<file path="src/rtl/vending_pkg.sv">
// Shared types and coin helpers for the parametrised vending controller.
package vending_pkg;

    typedef enum logic [1:0] {
        IDLE   = 2'd0,
        CREDIT = 2'd1,
        VEND   = 2'd2,
        CHANGE = 2'd3
    } state_e;

    localparam logic [1:0] COIN_1   = 2'd0;
    localparam logic [1:0] COIN_2   = 2'd1;
    localparam logic [1:0] COIN_5   = 2'd2;
    localparam logic [1:0] COIN_BAD = 2'd3;

    function automatic logic [2:0] coin_value(input logic [1:0] code);
        case (code)
            COIN_1:  return 3'd1;
            COIN_2:  return 3'd2;
            COIN_5:  return 3'd5;
            default: return 3'd0;
        endcase
    endfunction

    // Greedy denomination choice; never returns a coin worth more than amount (for amount >= 1).
    function automatic logic [1:0] largest_coin(input logic [31:0] amount);
        if (amount >= 32'd5) return COIN_5;
        if (amount >= 32'd2) return COIN_2;
        return COIN_1;
    endfunction

endpackage

</file>
<file path="src/rtl/change_dispenser.sv">
// Returns an amount as a sequence of coins over a valid/ready handshake, largest first.
module change_dispenser
    import vending_pkg::*;
#(
    parameter int CREDIT_W = 8
) (
    input  logic                clk,
    input  logic                rst,
    input  logic                start,
    input  logic [CREDIT_W-1:0] amount,
    input  logic                change_ready,
    output logic                change_valid,
    output logic [1:0]          change_coin,
    output logic                done
);

    logic [CREDIT_W-1:0] remaining_q, remaining_d, value;
    logic                valid_q, valid_d;
    logic [1:0]          coin_q, coin_d;

    always_comb begin
        value       = CREDIT_W'(coin_value(coin_q));
        remaining_d = remaining_q;
        valid_d     = valid_q;
        coin_d      = coin_q;
        done        = valid_q && change_ready && (remaining_q == value);
        if (start) begin
            remaining_d = amount;
            valid_d     = (amount != '0);
            coin_d      = largest_coin(32'(amount));
        end else if (valid_q && change_ready) begin
            // Next coin is presented straight after an accept, no idle gap.
            remaining_d = remaining_q - value;
            valid_d     = !done;
            coin_d      = largest_coin(32'(remaining_d));
        end
    end

    always_ff @(posedge clk) begin
        if (rst) begin
            remaining_q <= '0;
            valid_q     <= 1'b0;
            coin_q      <= COIN_1;
        end else begin
            remaining_q <= remaining_d;
            valid_q     <= valid_d;
            coin_q      <= coin_d;
        end
    end

    assign change_valid = valid_q;
    assign change_coin  = coin_q;

endmodule

</file>
<file path="src/rtl/vending_controller_param.sv">
// Multi-product vending controller: credit accumulation, priced selection, dispense and change.
module vending_controller_param
    import vending_pkg::*;
#(
    parameter int                                NUM_PRODUCTS = 4,
    parameter int                                CREDIT_W     = 8,
    parameter logic [NUM_PRODUCTS*CREDIT_W-1:0] PRICES       = {8'd15, 8'd10, 8'd7, 8'd5},
    parameter int                                MAX_CREDIT   = 50,
    localparam int                               SEL_W        = $clog2(NUM_PRODUCTS)
) (
    input  logic                    clk,
    input  logic                    rst,
    input  logic                    coin_valid,
    input  logic [1:0]              coin_type,
    input  logic                    sel_valid,
    input  logic [SEL_W-1:0]        sel,
    input  logic                    cancel,
    input  logic [NUM_PRODUCTS-1:0] stock_empty,
    output logic                    vend_valid,
    output logic [SEL_W-1:0]        vend_id,
    input  logic                    vend_ready,
    output logic                    change_valid,
    output logic [1:0]              change_coin,
    input  logic                    change_ready,
    output logic [CREDIT_W-1:0]     credit,
    output logic                    coin_reject,
    output logic                    sel_reject,
    output logic                    busy
);

    state_e              state_q, state_d;
    logic [CREDIT_W-1:0] credit_q, credit_d, price_sel;
    logic                vend_valid_q, vend_valid_d;
    logic [SEL_W-1:0]    vend_id_q, vend_id_d;
    logic                coin_reject_q, coin_reject_d, sel_reject_q, sel_reject_d, busy_q, busy_d;
    logic                stock_sel, front, do_cancel, do_sel, do_coin;
    logic                vend_done, chg_start, chg_done, chg_accept;
    logic [CREDIT_W:0]   coin_sum;

    // Resolve the single front-end action that wins this cycle (cancel > select > coin).
    always_comb begin
        price_sel = '0;
        stock_sel = 1'b1;
        for (int i = 0; i < NUM_PRODUCTS; i++) begin
            if (int'(sel) == i) begin
                price_sel = PRICES[i*CREDIT_W +: CREDIT_W];
                stock_sel = stock_empty[i];
            end
        end
        front      = (state_q == IDLE) || (state_q == CREDIT);
        coin_sum   = {1'b0, credit_q} + (CREDIT_W+1)'(coin_value(coin_type));
        do_cancel  = (state_q == CREDIT) && cancel;
        do_sel     = front && !do_cancel && sel_valid && !stock_sel && (credit_q >= price_sel);
        do_coin    = front && !do_cancel && !sel_valid && coin_valid && (coin_type != COIN_BAD)
                     && (coin_sum <= (CREDIT_W+1)'(MAX_CREDIT));
        vend_done  = (state_q == VEND) && vend_ready;
        chg_start  = do_cancel || (vend_done && (credit_q != '0));
        chg_accept = change_valid && change_ready;
    end

    always_ff @(posedge clk) begin
        if (rst) state_q <= IDLE;
        else     state_q <= state_d;
    end

    always_comb begin
        state_d = state_q;
        case (state_q)
            IDLE, CREDIT: begin
                if (do_cancel)    state_d = CHANGE;
                else if (do_sel)  state_d = VEND;
                else if (do_coin) state_d = CREDIT;
            end
            VEND:    if (vend_done) state_d = (credit_q != '0) ? CHANGE : IDLE;
            CHANGE:  if (chg_done) state_d = IDLE;
            default: state_d = IDLE;
        endcase
    end

    always_comb begin
        credit_d = credit_q;
        if (do_sel)
            credit_d = credit_q - price_sel;
        else if (do_coin)
            credit_d = coin_sum[CREDIT_W-1:0];
        else if ((state_q == CHANGE) && chg_accept)
            credit_d = credit_q - CREDIT_W'(coin_value(change_coin));
        vend_valid_d  = do_sel || (vend_valid_q && !vend_ready);
        vend_id_d     = do_sel ? sel : vend_id_q;
        coin_reject_d = coin_valid && !do_coin;
        sel_reject_d  = sel_valid && !do_sel && !do_cancel;
        busy_d        = (state_d == VEND) || (state_d == CHANGE);
    end

    always_ff @(posedge clk) begin
        if (rst) begin
            credit_q      <= '0;
            vend_valid_q  <= 1'b0;
            vend_id_q     <= '0;
            coin_reject_q <= 1'b0;
            sel_reject_q  <= 1'b0;
            busy_q        <= 1'b0;
        end else begin
            credit_q      <= credit_d;
            vend_valid_q  <= vend_valid_d;
            vend_id_q     <= vend_id_d;
            coin_reject_q <= coin_reject_d;
            sel_reject_q  <= sel_reject_d;
            busy_q        <= busy_d;
        end
    end

    change_dispenser #(.CREDIT_W(CREDIT_W)) u_change (
        .clk          (clk),
        .rst          (rst),
        .start        (chg_start),
        .amount       (credit_q),
        .change_ready (change_ready),
        .change_valid (change_valid),
        .change_coin  (change_coin),
        .done         (chg_done)
    );

    assign credit      = credit_q;
    assign vend_valid  = vend_valid_q;
    assign vend_id     = vend_id_q;
    assign coin_reject = coin_reject_q;
    assign sel_reject  = sel_reject_q;
    assign busy        = busy_q;

endmodule

</file>
<file path="config.mk">
export PLATFORM = sky130hd
export DESIGN_NAME = vending_controller_param
export DESIGN_NICKNAME = d
export VERILOG_FILES = /design/src/rtl/vending_pkg.sv /design/src/rtl/change_dispenser.sv /design/src/rtl/vending_controller_param.sv
export SDC_FILE = /design/constraint.sdc
export NUM_CORES = 1
export LEC_CHECK = 0
export BUFFER_PORTS_ARGS = -buffer_cell sky130_fd_sc_hd__buf_2
export CORE_MARGIN = 2
export CORE_UTILIZATION = 58
export DETAILED_ROUTE_END_ITERATION = 7
export GPL_ROUTABILITY_DRIVEN = 0
export GPL_TIMING_DRIVEN = 0
export PLACE_DENSITY = 0.81
export SETUP_SLACK_MARGIN = 0.4
export SLEW_MARGIN = 20
export SYNTH_ARGS = -nofsm -noshare
export SYNTH_HDL_FRONTEND = slang
export SYNTH_SLANG_ARGS = --single-unit
</file>
<file path="constraint.sdc">
create_clock -name clk -period 4 [get_ports clk]
set_clock_uncertainty 0.1 [all_clocks]
set_input_delay 0.6 -clock clk [delete_from_list [all_inputs] [get_ports clk]]
set_output_delay 0.6 -clock clk [all_outputs]
set_load 0.01 [all_outputs]
</file>
Word level (Yosys, flattened, before mapping)
Index checks and enable logic that the tools add are counted.
{ "word_totals": {"ff_bits": 27, "in_bits": 15, "out_inout_bits": 17, "elab_cells": 120} }
{ "classes": {"n_addsub": 4, "order_cmp": 6, "n_eq_ne": 14, "n_mux": 49, "reduce_logical": 37} }
{ "op_table": {"columns": ["operator", "count"], "rows": [
  ["$mux W8", 8],
  ["$mux W2", 16],
  ["$logic_and A1 B1 Y1", 18],
  ["$mux W1", 18],
  ["$pmux W3 S3", 2],
  ["$eq A2 B2 Y1 const B", 8],
  ["$ge A8 B2 Y1 const B", 2],
  ["$ge A8 B3 Y1 const B", 2],
  ["$sub A8 B3 Y8", 2],
  ["$mux W3", 4],
  ["$add A8 B3 Y9", 1],
  ["$le A9 B6 Y1 const B", 1],
  ["$eq A2 B1 Y1 const B", 4],
  ["$eq A8 B3 Y1", 1],
  ["$ge A8 B8 Y1", 1],
  ["$logic_not A2 Y1", 4],
  ["$reduce_bool A8 Y1", 1],
  ["$sub A8 B8 Y8", 1],
  ["$logic_not A1 Y1", 7],
  ["$pmux W2 S3", 1],
  ["$logic_or A1 B1 Y1", 4],
  ["$reduce_bool A3 Y1", 1],
  ["$ne A2 B2 Y1 const B", 1],
  ["$reduce_bool A2 Y1", 1],
  ["$reduce_or A2 Y1", 1]
]} }

Longest topological paths before layout
{ "logic_depth": {"depth_word": 14, "mapped_depth": 13, "mapped_depth_nobuf": 11} }

Modules after synthesis
Synthesis repeated with hierarchy kept, for this count alone.
{ "unflattened": {"hier_cells": 290, "hier_area_um2": 2297.2} }
{ "modules_own_cells": {"columns": ["mod", "instances", "cells_per_inst", "area_per_inst_um2", "seq_area_each_um2"], "rows": [
  ["vending_controller_param", 1, 191, 1500.2, 320.3],
  ["change_dispenser", 1, 99, 797.0, 220.2]
]} }

Worst setup path before layout
OpenSTA, ideal clock, no wires.
{ "synth_path": {"kind": "input -> register", "startpoint": "input port coin_type[0]", "endpoint": "register credit_q[7], in the netlist credit[7]", "setup_ns": 0.058, "arrival_ns": 2.797, "required_ns": 3.842, "slack_ns": 1.045, "cell_stages": 13, "path_cell_list": "inv_1 ha_1 inv_1 fa_1 nand2b_1 a21bo_2 o32ai_1 nor2_1 and2_0 buf_2 buf_2 a311oi_1 o21a_1"} }
{ "synth_via": {"elab_chain_len": 7, "elab_cells_between_ends": 12, "classes_between": "1 x add/sub; 1 x order compare; 3 x eq/ne; 3 x mux; 4 x reduce/logical"} }
{ "synth_lines": {"columns": ["item", "line_no", "source"], "rows": [
  ["start, declared", "vending_controller_param.sv:14", "input logic [1:0] coin_type,"],
  ["$eq A2 B2 Y1, or another cell as far along", "vending_pkg.sv:17", "case (code)"],
  ["$pmux W3 S3", "vending_pkg.sv:17", null],
  ["$add A8 B3 Y9", "vending_controller_param.sv:51", "coin_sum = {1'b0, credit_q} + (CREDIT_W+1)'(coin_value(coin_type));"],
  ["$le A9 B6 Y1", "vending_controller_param.sv:55", "&& (coin_sum <= (CREDIT_W+1)'(MAX_CREDIT));"],
  ["$logic_and A1 B1 Y1", "vending_controller_param.sv:55", null],
  ["$mux W8", "vending_controller_param.sv:84", "else if (do_coin)"],
  ["$mux W8", "vending_controller_param.sv:82", "if (do_sel)"],
  ["end signal, assigned", "vending_controller_param.sv:104", "credit_q <= credit_d;"],
  ["end, declared", "vending_controller_param.sv:32", "logic [CREDIT_W-1:0] credit_q, credit_d, price_sel;"]
]} }
Parallel ways exist; a longest one is shown, timed or not.
A chain may end at the register's enable or synchronous reset.

Worst setup path after layout
{ "layout_path": {"startpoint": "register credit_q[1], in the netlist credit[1]", "endpoint": "register credit_q[7], in the netlist credit[7]"} }
{ "layout_via": {"elab_chain_len": 5, "elab_cells_between_ends": 11, "classes_between": "3 x add/sub; 2 x order compare; 3 x mux; 3 x reduce/logical"} }
{ "layout_lines": {"columns": ["item", "line_no"], "rows": [
  ["$add A8 B3 Y9", "vending_controller_param.sv:51"],
  ["$le A9 B6 Y1", "vending_controller_param.sv:55"],
  ["$logic_and A1 B1 Y1", "vending_controller_param.sv:55"],
  ["$mux W8", "vending_controller_param.sv:84"],
  ["$mux W8", "vending_controller_param.sv:82"]
]} }
Parallel ways exist; a longest one is shown, timed or not. The select of a mux whose other input is x is not followed.

==> run summary <==
Asr flop ratio synth: 0
Gate power share: 0.608
Max-slew headroom: 0.597
Nets: 354
CTS clk-pin slew, worst paths: 0.11 ns
Die Y: 65.5 um
Number of flops mapped to enable cells by yosys: 0
Mapped Avg Cell Area: 7.64 um^2
Row cnt: 22
Slew Limit Fails: 0
Synthesized netlist cell count: 287
Worst Setup Path Type: reg -> reg
Die area: 4290 um^2
DP HPWL: 4420 um
Top-count cell post-synth: nor2_1
Synth top area share: 0.237
Count of final hold-check violations: 0
CP required: 4.14 ns
Hold WC Path Type: reg -> reg
Port Buffers: 30
Starting Density: 0.599
Tot Pwr: 1.73 mW
Fill count: 330
Antenna Cells: 0
Net Count, Synth: 319
Postcts setup bufs: 0
Crit path launch type: register
Drt wl/cell: 16.0 um
Total internal power: 0.925 mW
Area Growth Syn to Fin: 12.8%
Fmax: 0.301 GHz
Yosys Warn Count: 0
CTS Buf Count: 3
GRT Overall Usage: 0.298
Share of layout cells above drive strength 1: 0.150
Sw Pwr: 0.806 mW
Worst slew pin tran: 0.605 ns
Synth area leaders: dfxtp_1, ha_1, nor2_1
First-pass GRT wire length: 9890 um
Cell taking the most area after synthesis: dfxtp_1
Initial antenna violation count: 0
Total gr overflow: 0
Total negative slack: 0 ns
DRC violations left: 0
RSZ-0062 raised after global routing: false
Skew-Pair Late Insertion Delay: 0.28 ns
H-tree depth: 1
WP data arrival: 3.46 ns
Final antenna-violating net count: 0
Peak VDD IR: 0.338 mV
Core Region: 3660 um^2
Period utilisation layout: 0.831
DIE WIDTH: 65.5 um
Main flop type after synthesis: dfxtp_1
Via/cell ratio: 6.14
# resized after CTS: 0
Clock Tree Buf Depth: 2
Final setup fails: 0
Hold buffers post-CTS: 0
Vias: 2,265
Iter 0 DRT Violations: 217
Synthesis-stage register bit count: 26
Worst Setup End Kind: register
Final wirelength: 5890 um
Leakage: 1.02 nW
Sequential Power Share: 0.259
Max Cap Violations: 0
Sequential fraction of the synthesis area: 0.237
Pwr/cell area: 699 nW/um^2
Clk sinks: 26
Top-Level Pins: 32
Yosys cell types: 53
Clk pwr share: 0.134
Final min period: 3.32 ns
CTS tree: built
Switch share: 0.466
Status: finished clean
Vias in the first global route: 2,034
Top cells by count, synth: nor2_1, dfxtp_1, a21oi_1, nand2_1, inv_1
DR pass1 iterations: 5
Clk root buf: clkbuf_8
Synthesized area: 2190 um^2
Worst-path fanout max: 10
Largest net degree at the start of global routing: 16
worst paths after layout:
kind	endpoint	start	depth (start not counted)	slack [ns]
max	credit[7]	credit[1]	11	0.68
min	vend_id[0]	vend_id[0]	2	0.37
max reg2reg	credit[7]	credit[1]	11	0.68
min reg2reg	vend_id[0]	vend_id[0]	2	0.37
critical path, stage by stage, from the launching register on:
cell	delay (ns)
dfxtp_1	0.64
inv_1	0.24
fa_1	0.52
nand2b_1	0.24
a21bo_2	0.26
o32ai_1	0.28
nor2_1	0.13
and2_0	0.14
buf_2	0.16
buf_2	0.20
a311oi_1	0.21
o21a_1	0.15
placed cells by master (no fill, tap or decap), types with 4 or more instances in the layout:
master    Yosys  final
nor3_1        8      8
nand3b_1      5      5
o21ai_0      12     12
clkbuf_1      8      8
a31oi_1       4      4
a21oi_1      23     23
nand4_1       4      4
nor3b_1       5      5
xnor2_1       9      9
nand3_1       7      7
and2_1        4      4
a211oi_1     10     10
a21o_1        4      4
nand2b_1      9      9
nand2_1      23     23
nor2_1       35     35
dfxtp_1      26     26
inv_1        20     20
buf_2         5     35
fa_1          4      4
ha_1         13     13
nor2b_1       6      6
metrics by stage:
| stage | hold slack (ns) | cell area [um^2] | std cells | util | worst slack [ns] |
|---|---|---|---|---|---|
| finish | 0.367 | 2470 | 369 | 0.676 | 0.677 |
| global route | 0.385 | 2470 | 369 | 0.676 | 0.421 |
| CTS | 0.369 | 2470 | 369 | 0.676 | 0.726 |
| detailed placement | 0.353 | 2400 | 365 | 0.657 | 0.664 |
| global placement | 0.344 | 2400 | 365 | 0.657 | 0.719 |
| floorplan | 0.381 | 2190 | 287 | - | 1.05 |
state kept, by name (all words and copies together), names as in the netlist:
register and cells:
credit 8, u_change.change_coin 2, vend_id 2, u_change.change_valid 1, state_q 2, coin_reject 1, u_change.remaining_q 8, vend_valid 1
sel_reject 1
power by group through the flow:
stage,logic (mW),registers (mW),clock network [mW]
after floorplan,0.781,0.445,0
after global placement,1.01,0.449,0
after detailed placement,1.03,0.449,0
after CTS,1.04,0.445,0.231
after global routing,1.18,0.460,0.244
final,1.05,0.448,0.231
per-layer routing:
| metal | vias up | GRT usage | wire length, um |
|---|---|---|---|
| met5 | - | 0 | 0 |
| met4 | 0 | 0.0651 | 69 |
| met3 | 11 | 0.0565 | 520 |
| met2 | 114 | 0.467 | 2610 |
| met1 | 1041 | 0.426 | 2690 |
| li1 | 1099 | - | - |
logic make-up after synthesis:
group	share of synthesized area
AND/OR/NAND/NOR	0.268
multiplexers	0.0240
flip-flops	0.237
buffers and inverters	0.0662
XOR/XNOR	0.0439
adder cells (fa/ha/maj)	0.111
AO/OA/AOI/OAI	0.250
area by class of cell:
cell class              instances  area (um^2)  share of cell area
well taps                      48         60.1              0.0243
clock buffers                   3         41.3              0.0167
flip-flops and latches         26          520               0.210
plain buffers                  15         70.1              0.0283
inverters                      20         75.1              0.0303
repair buffers                 30          150              0.0607
clock inverters                 1         30.0              0.0121
multi-input cells             226         1530               0.617
Power figures use the tool's default switching activity.
